[src/rtl/hamming_dec_arbiter.sv]
// Round-robin sharing of one external combinational Hamming(7,4) decoder between two requesters.
// Define HAM_ARB_STATS_EN to add saturating per-requester nonzero-syndrome counters (err_cnt0/err_cnt1).
module hamming_dec_arbiter #(
    parameter int DEC_LAT = 1,
    parameter int CNT_W   = 8
) (
    input  logic             clk,
    input  logic             rst_n,
    input  logic             req0_valid,
    input  logic [6:0]       req0_word,
    output logic             req0_ready,
    input  logic             req1_valid,
    input  logic [6:0]       req1_word,
    output logic             req1_ready,
    output logic [6:0]       dec_word,
    input  logic [2:0]       dec_sindrome,
    input  logic [3:0]       dec_data,
    output logic             rsp0_valid,
    output logic [3:0]       rsp0_data,
    output logic [2:0]       rsp0_sindrome,
    input  logic             rsp0_ready,
    output logic             rsp1_valid,
    output logic [3:0]       rsp1_data,
    output logic [2:0]       rsp1_sindrome,
    input  logic             rsp1_ready,
    output logic             busy
`ifdef HAM_ARB_STATS_EN
    ,
    output logic [CNT_W-1:0] err_cnt0,
    output logic [CNT_W-1:0] err_cnt1
`endif
);

    localparam logic [1:0] ST_IDLE = 2'd0;
    localparam logic [1:0] ST_WAIT = 2'd1;
    localparam logic [1:0] ST_RESP = 2'd2;

    // dec_word only lands on the handshake edge, so the settle window closes
    // DEC_LAT edges after that and the capture happens on the following edge.
    localparam logic [2:0] WAIT_INIT = 3'(DEC_LAT);

    if (DEC_LAT < 1 || DEC_LAT > 4) begin : g_bad_dec_lat
        $error("hamming_dec_arbiter: DEC_LAT=%0d is outside 1..4", DEC_LAT);
    end
    if (CNT_W < 1) begin : g_bad_cnt_w
        $error("hamming_dec_arbiter: CNT_W=%0d must be at least 1", CNT_W);
    end

    logic [1:0] state_reg, state_next;
    logic       last_reg;
    logic       owner_reg;
    logic [2:0] wait_cnt_reg;
    logic [6:0] dec_word_reg;
    logic       busy_reg;
    logic       grant;
    logic       capture;
    logic       release_rsp;
    logic [1:0] req_valid;
    logic [1:0] req_ready;
    logic [1:0] rsp_ready;

    assign req_valid = {req1_valid, req0_valid};
    assign rsp_ready = {rsp1_ready, rsp0_ready};

    // On a tie the requester that was not served last wins.
    always_comb begin
        grant = 1'b0;
        if (req_valid == 2'b10) begin
            grant = 1'b1;
        end else if (req_valid == 2'b11) begin
            grant = ~last_reg;
        end
    end

    assign req_ready[0] = rst_n & (state_reg == ST_IDLE) & req_valid[0] & ~grant;
    assign req_ready[1] = rst_n & (state_reg == ST_IDLE) & req_valid[1] &  grant;
    assign req0_ready   = req_ready[0];
    assign req1_ready   = req_ready[1];

    assign capture     = (state_reg == ST_WAIT) && (wait_cnt_reg == 3'd0);
    assign release_rsp = (state_reg == ST_RESP) && rsp_ready[owner_reg];

    always_comb begin
        state_next = state_reg;
        case (state_reg)
            ST_IDLE: if (|req_ready) state_next = ST_WAIT;
            ST_WAIT: if (capture) state_next = ST_RESP;
            ST_RESP: if (release_rsp) state_next = ST_IDLE;
            default: state_next = ST_IDLE;
        endcase
    end

    always_ff @(posedge clk or negedge rst_n) begin
        if (!rst_n) begin
            state_reg    <= ST_IDLE;
            last_reg     <= 1'b1;
            owner_reg    <= 1'b0;
            wait_cnt_reg <= 3'd0;
            dec_word_reg <= 7'd0;
            busy_reg     <= 1'b0;
        end else begin
            state_reg <= state_next;
            busy_reg  <= (state_next != ST_IDLE);
            if (|req_ready) begin
                dec_word_reg <= grant ? req1_word : req0_word;
                owner_reg    <= grant;
                wait_cnt_reg <= WAIT_INIT;
            end else if (state_reg == ST_WAIT && wait_cnt_reg != 3'd0) begin
                wait_cnt_reg <= wait_cnt_reg - 3'd1;
            end
            if (release_rsp) begin
                last_reg <= owner_reg;
            end
        end
    end

    assign dec_word = dec_word_reg;
    assign busy     = busy_reg;

    genvar gi;
    for (gi = 0; gi < 2; gi++) begin : g_rsp
        logic       rsp_valid_reg;
        logic [3:0] rsp_data_reg;
        logic [2:0] rsp_sind_reg;
        logic       own;

        assign own = (owner_reg == 1'(gi));

        // The non-owner's data/syndrome keep their last captured values.
        always_ff @(posedge clk or negedge rst_n) begin
            if (!rst_n) begin
                rsp_valid_reg <= 1'b0;
                rsp_data_reg  <= 4'd0;
                rsp_sind_reg  <= 3'd0;
            end else if (capture && own) begin
                rsp_valid_reg <= 1'b1;
                rsp_data_reg  <= dec_data;
                rsp_sind_reg  <= dec_sindrome;
            end else if (release_rsp && own) begin
                rsp_valid_reg <= 1'b0;
            end
        end

`ifdef HAM_ARB_STATS_EN
        logic [CNT_W-1:0] err_cnt_reg;

        always_ff @(posedge clk or negedge rst_n) begin
            if (!rst_n) begin
                err_cnt_reg <= '0;
            end else if (capture && own && dec_sindrome != 3'd0 && err_cnt_reg != '1) begin
                err_cnt_reg <= err_cnt_reg + CNT_W'(1);
            end
        end
`endif
    end

    assign rsp0_valid    = g_rsp[0].rsp_valid_reg;
    assign rsp0_data     = g_rsp[0].rsp_data_reg;
    assign rsp0_sindrome = g_rsp[0].rsp_sind_reg;
    assign rsp1_valid    = g_rsp[1].rsp_valid_reg;
    assign rsp1_data     = g_rsp[1].rsp_data_reg;
    assign rsp1_sindrome = g_rsp[1].rsp_sind_reg;

`ifdef HAM_ARB_STATS_EN
    assign err_cnt0 = g_rsp[0].err_cnt_reg;
    assign err_cnt1 = g_rsp[1].err_cnt_reg;
`endif

endmodule

[config.mk]
export PLATFORM = sky130hd
export DESIGN_NAME = hamming_dec_arbiter
export DESIGN_NICKNAME = d
export VERILOG_FILES = /design/src/rtl/hamming_dec_arbiter.sv
export SDC_FILE = /design/constraint.sdc
export NUM_CORES = 1
export LEC_CHECK = 0
export BUFFER_PORTS_ARGS = -buffer_cell sky130_fd_sc_hd__clkbuf_2
export CORE_UTILIZATION = 26
export DETAILED_ROUTE_END_ITERATION = 6
export PLACE_DENSITY_LB_ADDON = 0.12
export REMOVE_ABC_BUFFERS = 1
export SYNTH_ARGS = -nofsm -noshare
export SYNTH_HDL_FRONTEND = slang
export SYNTH_SLANG_ARGS = --single-unit
[constraint.sdc]
create_clock -name clk -period 4.5 [get_ports clk]
set_input_delay 0.9 -clock clk [delete_from_list [all_inputs] [get_ports clk]]
set_output_delay 0.9 -clock clk [all_outputs]
set_load 0.01 [all_outputs]
==> results.yml <==
drt:
  drc: 0
  drt-vias-per-instance: 4.47
  wl_per_cell_um: 12.6
  drt-initial-drc-count: 46
  vias: 1054
  drt-total-wl_um: 2990
  firstDrtPassIters: 3
  ant_nets: 0
sta:
  setup_viol: 0
  hold_ws_ps: 506
  final_max_slew_viol_count: 0
  finalHoldViolCount: 0
  fin_crit_sh_pct: 61.5
  finalSetupTns_ps: 0
  tightest_slew_ps: 444
  rsz0062_at_grt: "no"
  fin_worst_skew_ps: 5.31
  slew_headroom_pct: 70.4
  final.min_clock_period_ps: 2770
  max_freq_mhz: 362
critical_path:
  worstSetupStartpointType: "primary input"
  crit_fanout: 33
  r2r-end: "rsp0_sindrome[1]"
  rrSetupSlack_ps: 2640
  required_ps: 3600
  rr_worst_depth: 6
  rr_startpoint: "wait_cnt_reg[0]"
  worstPathArrival_ps: 1870
  cp-startpoint: "rst_n"
  crit_type: "primary input to primary output"
  end_kind: "primary output"
logic_synthesis:
  syn_inst: 111
  seq_area_frac_synth_pct: 54.9
  yosysTopAreaCellShare_pct: 53.1
  synth.top_cells.by_area: "dfrtp_1, mux2_2, a2bb2oi_1, o32ai_1, dfstp_2"
  yosys_warnings: 0
  synthArstFlopShare_pct: 100
  syn-cell-area_mm2: 0.00142
  yosysMostFrequentCell: "dfrtp_1"
  yosys-top-cells-count: "dfrtp_1, mux2_2, a2bb2oi_1, o32ai_1, nand2_1"
  synth_area_leader_cell: "dfrtp_1"
  synth_cell_types: 37
  synth_enable_flop_cells: 0
  ys_seq_elements: 31
  ys.flop_type: "dfrtp_1"
  synth.avg_cell_area_um2: 12.7
flow_run:
  maxCapViolCount: 0
clock_network:
  cts_tree: "yes"
  htreeDepth: 2
  cts_hold_buf: 0
  cts_buffers: 5
  cts_root_buffer: "clkbuf_8"
  path_clk_slew_ps: 70
  post_cts_resized: 0
  cts_sinks: 31
  clk_latency_ps: 280
  clock_path_buffers: 2
  post_cts_buffers: 0
floorplan:
  rows: 26
  dieArea_mm2: 0.00574
  die_h_um: 75.8
  start_util_pct: 27.4
  die_w_um: 75.8
  core_mm2: 0.00517
  top_level_ports: 53
power_and_ir_drop:
  p_leak_nw: 0.854
  ir_drop_uv: 248
  cellPowerDensity_mw_per_mm2: 680
worst_hold_path:
  worstHoldStart: "last_reg"
  hold_end: "last_reg"
  min_path_type: "flip-flop to flip-flop"
  holdPathStages: 2
final_layout:
  antenna_cells: 0
  area_delta_synth_final_pct: 28.6
  drive_gt1_share_pct: 48.8
  largest_reg_flops: 7
  fin_nets: 194
placed_design:
  numPortBuffers: 52
  dp_hpwl_um: 2190
  gp_congestion: 0.654
global_routing:
  grt_overflow_total: 0
  globalRouteTotalUtil_pct: 11.3
  grt_max_degree: 34
  grt_pass1_vias: 984
  antenna_found_initial: 0
  grt_pass1_wl_um: 4660
outcome:
  status: "completed"
[metal layers]
metal | track usage, % | share of wire, % | vias up
li1 | - | - | 510
met1 | 14.1 | 47 | 497
met2 | 16.9 | 45 | 43
met3 | 5.29 | 7.6 | 4
met4 | 4.32 | 0.84 | 0
met5 | 0 | 0 | -
[worst max path at each step]
| stage | to | slack [ps] | cells past startpoint |
|---|---|---|---|
| detailed placement | req0_ready | 1690 | 5 |
| floorplan | req0_ready | 2230 | 2 |
| CTS | req0_ready | 1680 | 5 |
| global route | req0_ready | 1560 | 5 |
| global placement | req0_ready | 1740 | 5 |
| finish | req0_ready | 1730 | 5 |
[area by class of cell]
cell class | count | area [um2]
flip-flops and latches | 31 | 777
repair buffers | 53 | 268
multi-input cells | 69 | 569
fillers | 540 | 3350
clock buffers | 8 | 100
inverters | 5 | 18.8
well taps | 70 | 87.6
[logic make-up (layout without fill, tap and decap cells)]
group                      Yosys count  after routing  share of synthesized area, %
DFF                                 31             31                          54.9
and+or+nand+nor                     26             26                          11.4
AOI/OAI and AO/OA                   24             24                          13.8
muxes                               16             16                          12.6
buffers and inverters               11             66                          4.86
adders and majority gates            2              2                          1.77
xor gates and xnor gates             1              1                         0.619
[critical path, cell delays in order]
cell,delay [ps]
clkbuf_2,80
buf_4,360
nand2_1,150
nor3_1,210
clkbuf_2,160
[layout by cell type, fill, tap and decap left out, drive strengths merged, types with 2 or more instances in the layout]
cell / instances
o21ai: 4
mux2: 15
clkbuf: 60
nand2: 6
nor2: 5
dfrtp: 30
o32ai: 7
ha: 2
nor3b: 3
inv: 5
nor2b: 2
nand3: 2
a2bb2oi: 7
[power by group]
group          internal (mW)  leakage [nW]  switching, mW
Clock                  0.139        0.0515         0.0983
Combinational          0.255         0.442          0.229
Sequential             0.414         0.360          0.102
Total                  0.809         0.854          0.430
[stage by stage]
step / area [um2] / setup slack [ps] / utilization (%) / power, mW / cells
5_1_grt: 1820 / 1560 / 35.2 / 1.35 / 236
3_5_place_dp: 1720 / 1690 / 33.3 / 1.02 / 228
2_1_floorplan: 1370 / 2230 / - / 0.820 / 105
4_1_cts: 1820 / 1680 / 35.2 / 1.26 / 236
6_report: 1820 / 1730 / 35.2 / 1.24 / 236
3_3_place_gp: 1720 / 1740 / 33.3 / 1.00 / 228
Power figures use the tool's default switching activity.
